==> config.mk <==
export PLATFORM = sky130hd
export DESIGN_NAME = mdu_ctrl
export DESIGN_NICKNAME = d
export VERILOG_FILES = /design/src/rtl/mdu_ctrl.sv
export SDC_FILE = /design/constraint.sdc
export NUM_CORES = 1
export LEC_CHECK = 0
export CAP_MARGIN = 30
export CORE_ASPECT_RATIO = 0.5
export CORE_MARGIN = 2
export CORE_UTILIZATION = 40
export DETAILED_ROUTE_END_ITERATION = 12
export PLACE_DENSITY_LB_ADDON = 0.12
export RECOVER_POWER = 50
export SLEW_MARGIN = 20
export SYNTH_ARGS = -nofsm -noshare
export SYNTH_HDL_FRONTEND = slang
export SYNTH_SLANG_ARGS = --single-unit
==> constraint.sdc <==
create_clock -name CLK -period 4.7 [get_ports CLK]
set_clock_uncertainty 0.15 [all_clocks]
set_input_delay 0.94 -clock CLK [delete_from_list [all_inputs] [get_ports CLK]]
set_output_delay 0.94 -clock CLK [all_outputs]
set_load 0.02 [all_outputs]
==> src/rtl/mdu_ctrl.sv <==
// Iterative multiply/divide sequencer owning HI/LO, with MFHI/MFLO/MTHI/MTLO service and EX stall.
// Optional: define MDU_DIVZERO_FLAG_EN to add a registered DivZero pulse output.
module mdu_ctrl #(
  parameter int unsigned WIDTH = 32
) (
  input  logic             CLK,
  input  logic             RST,
  input  logic             Valid,
  input  logic [5:0]       Funct,
  input  logic [WIDTH-1:0] Rdata1,
  input  logic [WIDTH-1:0] Rdata2,
  output logic             Stall,
  output logic             Busy,
  output logic             Done,
  output logic [WIDTH-1:0] HiLoOut,
  output logic [WIDTH-1:0] Hi,
`ifdef MDU_DIVZERO_FLAG_EN
  output logic [WIDTH-1:0] Lo,
  output logic             DivZero
`else
  output logic [WIDTH-1:0] Lo
`endif
);

  localparam logic [5:0] F_MFHI  = 6'h10;
  localparam logic [5:0] F_MTHI  = 6'h11;
  localparam logic [5:0] F_MFLO  = 6'h12;
  localparam logic [5:0] F_MTLO  = 6'h13;
  localparam logic [5:0] F_MULT  = 6'h18;
  localparam logic [5:0] F_MULTU = 6'h19;
  localparam logic [5:0] F_DIV   = 6'h1A;
  localparam logic [5:0] F_DIVU  = 6'h1B;

  localparam int unsigned CW = $clog2(WIDTH) + 1;
  localparam logic [CW-1:0] LAST = CW'(WIDTH - 1);

  typedef enum logic [1:0] {IDLE, MUL, DIV, FIXUP} state_t;

  state_t             state, state_next;
  logic [CW-1:0]      cnt;
  logic [2*WIDTH-1:0] acc;
  logic [WIDTH-1:0]   opnd;
  logic               neg_a, neg_b, op_div, b_zero;

  logic is_hilo, is_muldiv, accept, sgn;
  logic [WIDTH-1:0] mag_a, mag_b;
  logic [WIDTH:0]   mul_sum, div_sh, div_diff;
  logic [2*WIDTH-1:0] mul_step, div_step, prod_fix;
  logic [WIDTH-1:0]   quot_fix, rem_fix;

  always_comb begin
    is_muldiv = (Funct == F_MULT) || (Funct == F_MULTU) ||
                (Funct == F_DIV)  || (Funct == F_DIVU);
    is_hilo   = is_muldiv || (Funct == F_MFHI) || (Funct == F_MTHI) ||
                (Funct == F_MFLO) || (Funct == F_MTLO);
    Stall     = Valid && is_hilo && (Busy || (state != IDLE));
    accept    = (state == IDLE) && Valid && is_muldiv && !Stall;
    sgn       = !Funct[0];
    mag_a     = (sgn && Rdata1[WIDTH-1]) ? -Rdata1 : Rdata1;
    mag_b     = (sgn && Rdata2[WIDTH-1]) ? -Rdata2 : Rdata2;

    HiLoOut = '0;
    if (Valid && Funct == F_MFHI) HiLoOut = Hi;
    if (Valid && Funct == F_MFLO) HiLoOut = Lo;
  end

  // acc holds {partial product} for MUL and {remainder, dividend/quotient} for DIV
  always_comb begin
    mul_sum  = {1'b0, acc[2*WIDTH-1:WIDTH]} + (acc[0] ? {1'b0, opnd} : '0);
    mul_step = {mul_sum, acc[WIDTH-1:1]};
    div_sh   = {acc[2*WIDTH-1:WIDTH], acc[WIDTH-1]};
    div_diff = div_sh - {1'b0, opnd};
    div_step = div_diff[WIDTH] ? {div_sh[WIDTH-1:0], acc[WIDTH-2:0], 1'b0}
                               : {div_diff[WIDTH-1:0], acc[WIDTH-2:0], 1'b1};
    prod_fix = (neg_a ^ neg_b) ? -acc : acc;
    quot_fix = (neg_a ^ neg_b) ? -acc[WIDTH-1:0] : acc[WIDTH-1:0];
    rem_fix  = neg_a ? -acc[2*WIDTH-1:WIDTH] : acc[2*WIDTH-1:WIDTH];
  end

  always_comb begin
    state_next = state;
    unique case (state)
      IDLE:    if (accept) state_next = Funct[1] ? DIV : MUL;
      MUL,
      DIV:     if (cnt == LAST) state_next = FIXUP;
      FIXUP:   state_next = IDLE;
      default: state_next = IDLE;
    endcase
  end

  always_ff @(posedge CLK) begin
    if (RST) begin
      state  <= IDLE;
      Hi     <= '0;
      Lo     <= '0;
      Busy   <= 1'b0;
      Done   <= 1'b0;
      cnt    <= '0;
      acc    <= '0;
      opnd   <= '0;
      neg_a  <= 1'b0;
      neg_b  <= 1'b0;
      op_div <= 1'b0;
      b_zero <= 1'b0;
    end else begin
      state <= state_next;
      Busy  <= (state_next != IDLE);
      Done  <= (state == FIXUP);
      unique case (state)
        IDLE: begin
          if (accept) begin
            cnt    <= '0;
            neg_a  <= sgn && Rdata1[WIDTH-1];
            neg_b  <= sgn && Rdata2[WIDTH-1];
            op_div <= Funct[1];
            b_zero <= (Rdata2 == '0);
            opnd   <= Funct[1] ? mag_b : mag_a;
            acc    <= {{WIDTH{1'b0}}, (Funct[1] ? mag_a : mag_b)};
          end else if (Valid && Funct == F_MTHI) begin
            Hi <= Rdata1;
          end else if (Valid && Funct == F_MTLO) begin
            Lo <= Rdata1;
          end
        end
        MUL: begin
          acc <= mul_step;
          cnt <= cnt + 1'b1;
        end
        DIV: begin
          acc <= div_step;
          cnt <= cnt + 1'b1;
        end
        FIXUP: begin
          if (!op_div) begin
            Hi <= prod_fix[2*WIDTH-1:WIDTH];
            Lo <= prod_fix[WIDTH-1:0];
          end else if (b_zero) begin
            // remainder holds |dividend|; restoring the sign recovers the original Rdata1
            Hi <= rem_fix;
            Lo <= '1;
          end else begin
            Hi <= rem_fix;
            Lo <= quot_fix;
          end
        end
        default: ;
      endcase
    end
  end

`ifdef MDU_DIVZERO_FLAG_EN
  always_ff @(posedge CLK) begin
    if (RST) DivZero <= 1'b0;
    else     DivZero <= (state == FIXUP) && op_div && b_zero;
  end
`endif

endmodule

---- Yosys cells after proc, flatten, opt, wreduce, memory -nomap -nowiden ----
Cells that the tools add are included.
operators by class
  mux-type cells .......................... 29
  add/sub/neg operators ................... 8
  equality and inequality tests ........... 17
  bitwise logic cells ..................... 1
  reduce and logical (&&, ||, !) cells .... 34
operator list
  cell                                                   count
  2-to-1 mux 32 bit                                      17
  2-to-1 mux 64 bit                                      3
  one-hot mux 64 bit (3 select lines)                    1
  negator 32 bit                                         4
  one-hot mux 32 bit (2 select lines)                    2
  negator 64 bit                                         1
  == test 6 x 5 -> 1 bit, second input constant          9
  adder 32 x 32 -> 33 bit                                1
  subtractor 33 x 32 -> 33 bit                           1
  logical NOT 32 bit                                     1
  one-hot mux 6 bit (2 select lines)                     1
  logical AND 1 bit                                      11
  logical OR 1 bit                                       8
  nonzero test 2 bit                                     4
  adder 6 x 1 -> 6 bit, second input constant            1
  2-to-1 mux 2 bit                                       3
  2-to-1 mux 6 bit                                       1
  inequality test 2 bit, second input constant           3
  one-hot mux 2 bit (3 select lines)                     1
  AND reduction 2 bit                                    3
  == test 2 bit, second input constant                   2
  inequality test 2 x 1 -> 1 bit, second input constant  2
  AND reduction 4 bit                                    1
  AND reduction 3 bit                                    1
  other kinds (6)                                        7
word-level totals
  register bits ........................... 174
  output and inout bits ................... 99
  input port bits ......................... 73

---- Longest topological paths before layout ----
Gate-level depths: netlist of the first run.
  word-level depth ........................ 15
  mapped depth ............................ 14
  depth with buffers taken out ............ 13

---- Least setup slack after synthesis of the first run ----
No wires, ideal clock.
  path kind ............................... input to output
  from .................................... input Funct[1]
  to ...................................... output HiLoOut[12]
  path slack .............................. 1.145 ns
  stages .................................. 5
  arrival ................................. 2.465 ns
  data required time ...................... 3.610 ns
  buffers on the path ..................... 3
  cells stage by stage .................... clkbuf_1 clkbuf_1 buf_1 mux2i_1 nor2_1
on the way
  longest elaborated chain between the ends .. 4
  elaborated cells on any way between the ends .. 6
  those cells by class .................... eq/ne: 2; mux: 2; reduce/logical: 2
ends and longest elaborated chain
  item                    RTL line  RTL
  start: declaration      9         input logic [5:0] Funct,
  == test 6 x 5 -> 1 bit  63        if (Valid && Funct == F_MFHI) HiLoOut = Hi;
  logical AND 1 bit       63
  2-to-1 mux 32 bit       63
  2-to-1 mux 32 bit *     64        if (Valid && Funct == F_MFLO) HiLoOut = Lo;
  end: declaration        15        output logic [WIDTH-1:0] HiLoOut,
Every way passes the cells marked *; elsewhere a longest branch is shown, timed or not.

---- Worst setup path after layout of the first run ----
  from .................................... input Funct[0]
  to ...................................... output HiLoOut[28]
Same word-level chain as after synthesis.

==> results.py, run 1 <==
metrics = {
    "run_status": {
        "status": "finished, violations left",
        "violations": "max-capacitance violations",
    },
    "synthesis": {
        "yosys.area.top_type": "dfxtp_1",
        "yosys.area_share.simple_pct": 21.73,
        "synth_fp_nets": 2296,
        "yosysMostFrequentCell": "nor2_1",
        "yosysTopAreaCellShare_pct": 22.47,
        "synth.area.top_cells": "dfxtp_1 22%, a21oi_1 7.1%, nor2_1 6.0%",
        "ys_seq_elements": 174,
        "ys.flop_type": "dfxtp_1",
        "yosysUniqueCellTypes": 75,
        "synthTopCellsByCount": "247 x nor2_1, 234 x nand2_1, 219 x a21oi_1",
        "synth_compound_area_share_pct": 28.97,
        "synth-async-reset-ratio_pct": 0,
        "yosys_warnings": 0,
        "synthMuxAreaShare_pct": 4.915,
        "synth.avg_cell_area_um2": 7.217,
        "synth_cells": 2148,
        "synth_adder_area_share_pct": 6.150,
        "synth_top_family_by_area": "compound AO/OA/AOI/OAI gates",
        "synth_edf_count": 0,
        "synth-xor-area-share_pct": 9.661,
        "ys_seq_area_share_pct": 22.47,
        "netlist_area_mm2": 0.01550,
    },
    "global_routing": {
        "grt_pass1_wl_mm": 91.09,
        "grt_max_degree": 148,
        "grt_pass1_vias": 14920,
        "grt_usage_pct": 29.50,
        "antenna_found_initial": 2,
        "overflow": 0,
    },
    "sta": {
        "min_period_over_period_pct": 90.68,
        "finalCriticalPeriod_ns": 4.262,
        "fin_tns_setup_ns": 0,
        "relSlewSlack_pct": 0.6421,
        "fmaxAchievable_mhz": 234.6,
        "maxSlewViolCount": 0,
        "hold_viol_final": 0,
        "rsz0062_at_grt": "no",
        "tightest_slew_ns": 1.490,
        "setup_viol_count_final": 0,
    },
    "placement": {
        "port_buffers": 171,
        "placed_area_mm2": 0.01774,
        "routabilityCongestion": 0.9254,
        "dp_hpwl_mm": 45.76,
    },
    "power": {
        "seqPwrFrac_pct": 39.4,
        "p_leak_nw": 7.221,
        "ir_drop_mv": 0.2435,
        "pwr-share-comb_pct": 22.6,
        "powerDensity_mw_per_mm2": 211.3,
        "p_clk_share_pct": 38.0,
        "p_switching_mw": 1.325,
        "p_int_mw": 2.535,
        "swShare_pct": 34.32,
    },
    "critical_path": {
        "path_class": "input port to output pin",
        "crit_fanout": 32,
        "critPathLaunchType": "input port",
        "reg2reg_depth": 14,
        "r2r_slack_ns": 0.60,
        "required_ns": 3.61,
        "reg2reg_from": "acc[31]",
        "endpoint_kind": "output pin",
        "cp-startpoint": "Funct[0]",
        "cp.arrival_ns": 3.17,
    },
    "run": {
        "maxCapViolations": 1,
    },
    "route": {
        "num_vias": 16750,
        "met2_length_mm": 23.34,
        "m1WireLength_mm": 29.38,
        "highest_layer": "met5",
        "drt_iter0_drc": 1789,
        "drc_errors": 0,
        "antenna_left": 0,
        "first_pass_iters": 5,
        "wirelength_mm": 60.47,
        "wl_per_cell_um": 21.81,
        "wl_met3_mm": 6.859,
        "vias_per_cell": 6.040,
    },
    "cells_and_area": {
        "final_area_mm2": 0.01827,
        "utilization_pct": 48.35,
        "area_growth_pct": 17.86,
        "nets": 2387,
        "layout-drive-gt1-share_pct": 5.417,
    },
    "floorplanning": {
        "pin_count": 172,
        "start_util_pct": 41.03,
        "row_count": 50,
        "dieArea_mm2": 0.04044,
        "die_h_um": 143.2,
        "die_x_um": 282.4,
        "core_mm2": 0.03779,
    },
    "clock_network": {
        "post_cts_buffers": 0,
        "clock-sinks": 174,
        "clockBufferDepth": 2,
        "cts_hold_buf": 0,
        "insertion_delay_ns": 0.47,
        "cts_resized": 0,
        "numCtsBuffers": 17,
        "cts_tree": "yes",
        "clk_pin_slew_ns": 0.07,
        "clockRootBuffer": "clkbuf_16",
        "htreeDepth": 4,
    },
    "min_path": {
        "min_from": "opnd[20]",
        "hold_depth": 2,
        "hold_class": "flip-flop to flip-flop",
    },
}
## flip-flops by register name, summed over array words and instances (netlist names)
register	cells
Busy	1
Done	1
Hi	32
Lo	32
acc	64
b_zero	1
cnt	6
neg_a	1
neg_b	1
op_div	1
opnd	32
state	2
## final cells by class
type	count	area, um2
multi-input cells	1743	11120
clock buffers	18	439.2
clock inverters	14	132.6
repair buffers	232	2180
inverters	71	266.5
well taps	520	650.6
flip-flops and latches	174	3483
diodes	1	2.502
fillers	3911	19520
## cells by family (layout without fill, tap and decap cells)
logic type	Yosys count	after routing
buf+inv	231	335
compound gates	683	683
fa+ha+maj	75	75
xor+xnor	171	171
other cells	0	1
simple gates	738	738
flops	174	174
mux	76	76
## placed cells by master, fill, tap and decap left out, drive strengths merged, types with 16 or more instances in the layout
master | Yosys | routed
inv | 71 | 83
or4 | 16 | 16
a22oi | 28 | 28
dfxtp | 174 | 174
a311oi | 17 | 17
nor4 | 23 | 23
xor2 | 78 | 78
nand2b | 17 | 17
nand2 | 234 | 234
o31ai | 23 | 23
nor3 | 61 | 61
dlygate4sd3 | 2 | 70
ha | 73 | 73
buf | 21 | 57
a21o | 30 | 30
a21oi | 219 | 219
a211oi | 47 | 47
nand3 | 51 | 51
clkdlybuf4s50 | 1 | 99
or3 | 19 | 19
a211o | 21 | 21
mux2i | 75 | 75
xnor2 | 93 | 93
o221ai | 32 | 32
a31oi | 25 | 25
o21ai | 104 | 104
nor2 | 247 | 247
o211ai | 36 | 36
clkbuf | 134 | 24
## power by group through the flow
stage | Sequential (mW) | Combinational, mW | Clock [mW]
floorplan | 1.54 | 0.529 | 0
global placement | 1.55 | 0.852 | 0
detailed placement | 1.55 | 0.850 | 0
CTS | 1.52 | 0.855 | 1.47
global route | 1.52 | 0.939 | 1.54
finish | 1.52 | 0.873 | 1.47
## final timing paths
path | endpoint
worst max-delay path | HiLoOut[28]
worst min-delay path | opnd[20]
worst max register to register | acc[46]
worst min register to register | opnd[20]
## worst max-delay path: stages
cell	delay, ns
dlygate4sd3_1	0.53
clkbuf_1	0.26
or3_1	0.43
buf_4	0.24
nor2_1	0.14
clkdlybuf4s50_1	0.61
## routing by layer
metal	global-route usage, %	up-vias
li1	-	8003
met1	45.16	7929
met2	40.29	765
met3	8.099	51
met4	5.597	2
met5	0	-
## metrics by stage
stage / hold WS, ns / total power [mW] / std cells / setup WS (ns)
floorplan: 0.2819 / 2.072 / 2148 / 1.145
global placement: 0.2896 / 2.406 / 2738 / 0.6157
detailed placement: 0.2963 / 2.404 / 2740 / 0.5829
CTS: 0.3072 / 3.846 / 2772 / 0.5833
global route: 0.3225 / 4.001 / 2773 / 0.3206
finish: 0.3060 / 3.860 / 2773 / 0.4378
No activity file was read; power rests on OpenSTA's default activity.
==> inputs of run 2 (changes only) <==
--- a/config.mk
+++ b/config.mk
@@ -12,7 +12,6 @@
 export DETAILED_ROUTE_END_ITERATION = 12
 export PLACE_DENSITY_LB_ADDON = 0.12
 export RECOVER_POWER = 50
-export SLEW_MARGIN = 20
 export SYNTH_ARGS = -nofsm -noshare
 export SYNTH_HDL_FRONTEND = slang
 export SYNTH_SLANG_ARGS = --single-unit
==> results.py, run 2 (synthesis gave the netlist of run 1 again) <==
metrics = {
    "run_status": {
        "status": "complete, no violations",
    },
    "power": {
        "p_switching_mw": 1.344,
        "p_leak_nw": 7.235,
        "swShare_pct": 34.70,
        "p_int_mw": 2.530,
        "pwr-share-comb_pct": 22.6,
        "ir_drop_mv": 0.2285,
        "seqPwrFrac_pct": 39.3,
        "power.total_mw": 3.874,
        "p_clk_share_pct": 38.2,
        "powerDensity_mw_per_mm2": 211.8,
    },
    "placement": {
        "dp_hpwl_mm": 45.87,
        "port_buffers": 171,
        "placed_area_mm2": 0.01774,
        "routabilityCongestion": 0.9254,
    },
    "critical_path": {
        "critPathLaunchType": "input port",
        "critPathTopFamily": "buffers and inverters",
        "r2r_end": "acc[46]",
        "reg2reg_from": "acc[31]",
        "r2r_slack_ns": 0.61,
        "required_ns": 3.61,
        "path_class": "input port to output pin",
        "cpMaxStageDelayCell": "clkdlybuf4s50_1",
        "cp-startpoint": "Funct[0]",
        "reg2reg_depth": 14,
        "critPathCapture": "HiLoOut[26]",
        "slowest_delay_ns": 0.61,
        "path_depth": 6,
        "crit_path_cell_trace": "dlygate4sd3_1, clkbuf_1, or3_1, buf_4, nor2_1, clkdlybuf4s50_1",
        "critical_path_buf_inv_count": 4,
        "endpoint_kind": "output pin",
        "crit_fanout": 32,
        "cp.arrival_ns": 3.16,
    },
    "global_routing": {
        "grt_pass1_vias": 14800,
        "grt_max_degree": 148,
        "overflow": 0,
        "antenna_found_initial": 1,
        "grt_usage_pct": 29.43,
        "grt_pass1_wl_mm": 90.73,
    },
    "clock_network": {
        "clk_pin_slew_ns": 0.08,
        "htreeDepth": 4,
        "clockRootBuffer": "clkbuf_16",
        "clock-sinks": 174,
        "cts_tree": "yes",
        "post_cts_buffers": 0,
        "numCtsBuffers": 17,
        "insertion_delay_ns": 0.47,
        "clockBufferDepth": 2,
        "cts_resized": 0,
        "cts_hold_buf": 0,
    },
    "route": {
        "wirelength_mm": 60.76,
        "first_pass_iters": 5,
        "vias_per_cell": 6.082,
        "antenna_left": 0,
        "num_vias": 16870,
        "drt_iter0_drc": 1872,
        "drc_errors": 0,
        "wl_per_cell_um": 21.91,
    },
    "cells_and_area": {
        "final_area_mm2": 0.01829,
        "top_register": "acc",
        "area_growth_pct": 17.99,
        "n_fill_cell": 3932,
        "layout_common_cells": "247 x nor2_1, 234 x nand2_1, 218 x a21oi_1",
        "nets": 2387,
        "largest_register_ffs": 64,
        "layout-drive-gt1-share_pct": 5.284,
        "final_common_cell": "nor2_1",
    },
    "sta": {
        "hold_viol_final": 0,
        "finalCriticalPeriod_ns": 4.253,
        "fmaxAchievable_mhz": 235.1,
        "fin_tns_setup_ns": 0,
        "maxSlewViolCount": 0,
        "setup_viol_count_final": 0,
        "rsz0062_at_grt": "no",
        "relSlewSlack_pct": 1.405,
        "tightest_slew_ns": 1.479,
        "min_period_over_period_pct": 90.50,
    },
    "floorplanning": {
        "row_count": 50,
        "dieArea_mm2": 0.04044,
        "pin_count": 172,
        "die_x_um": 282.4,
        "start_util_pct": 41.03,
        "die_h_um": 143.2,
        "core_mm2": 0.03779,
    },
    "run": {
        "maxCapViolations": 0,
    },
    "min_path": {
        "min_from": "b_zero",
        "hold_class": "flip-flop to flip-flop",
    },
}
run 2: final cells by class:
cell class / instances / area, um2 / share of cell area, %
multi-input cells: 1743 / 11110 / 60.74
flip-flops and latches: 174 / 3483 / 19.04
repair buffers: 232 / 2196 / 12.00
well taps: 520 / 650.6 / 3.557
clock buffers: 17 / 425.4 / 2.326
inverters: 71 / 266.5 / 1.457
clock inverters: 15 / 157.7 / 0.8619
diodes: 1 / 2.502 / 0.01368
run 2: worst min path at each step:
stage | end | slack, ns | cells after the start
2_1_floorplan | opnd[20] | 0.28 | 2
3_3_place_gp | opnd[13] | 0.29 | 2
3_5_place_dp | opnd[20] | 0.30 | 2
4_1_cts | opnd[15] | 0.31 | 2
5_1_grt | opnd[13] | 0.32 | 2
6_report | b_zero | 0.31 | 2
run 2: metrics by stage:
stage / cells / setup WS (ns) / hold slack, ns / utilization, %
floorplan: 2148 / 1.145 / 0.2819 / -
global placement: 2738 / 0.6157 / 0.2896 / 46.82
detailed placement: 2740 / 0.5940 / 0.2982 / 46.95
CTS: 2772 / 0.5955 / 0.3084 / 48.49
global route: 2773 / 0.3173 / 0.3247 / 48.41
finish: 2773 / 0.4467 / 0.3067 / 48.41
run 2: metal layers:
metal	wire, um	part of all wire, %	GRT usage (%)	vias to the layer above
met1	29990	49	45.84	8048
met5	0	0	0	-
met2	23830	39	40.34	758
met4	776	1.3	5.180	0
met3	6167	10	6.823	50
li1	-	-	-	8010
run 2: power by group through the flow:
| stage | combinational, mW | sequential (mW) | clock (mW) |
|---|---|---|---|
| 5_1_grt | 0.934 | 1.52 | 1.55 |
| 2_1_floorplan | 0.529 | 1.54 | 0 |
| 3_5_place_dp | 0.850 | 1.55 | 0 |
| 4_1_cts | 0.854 | 1.52 | 1.49 |
| 6_report | 0.874 | 1.52 | 1.48 |
| 3_3_place_gp | 0.852 | 1.55 | 0 |
run 2: worst reg2reg max path, cell delays in order, from the launching register on:
cell       delay [ns]
dfxtp_1          0.48
inv_1            0.16
ha_1             0.27
fa_1             0.41
nand2b_1         0.21
a21oi_1          0.33
o31a_1           0.21
o211ai_1         0.16
a211oi_1         0.30
buf_4            0.19
o2111ai_1        0.19
nand3_1          0.18
buf_4            0.30
nand3_1          0.18
a311oi_1         0.26
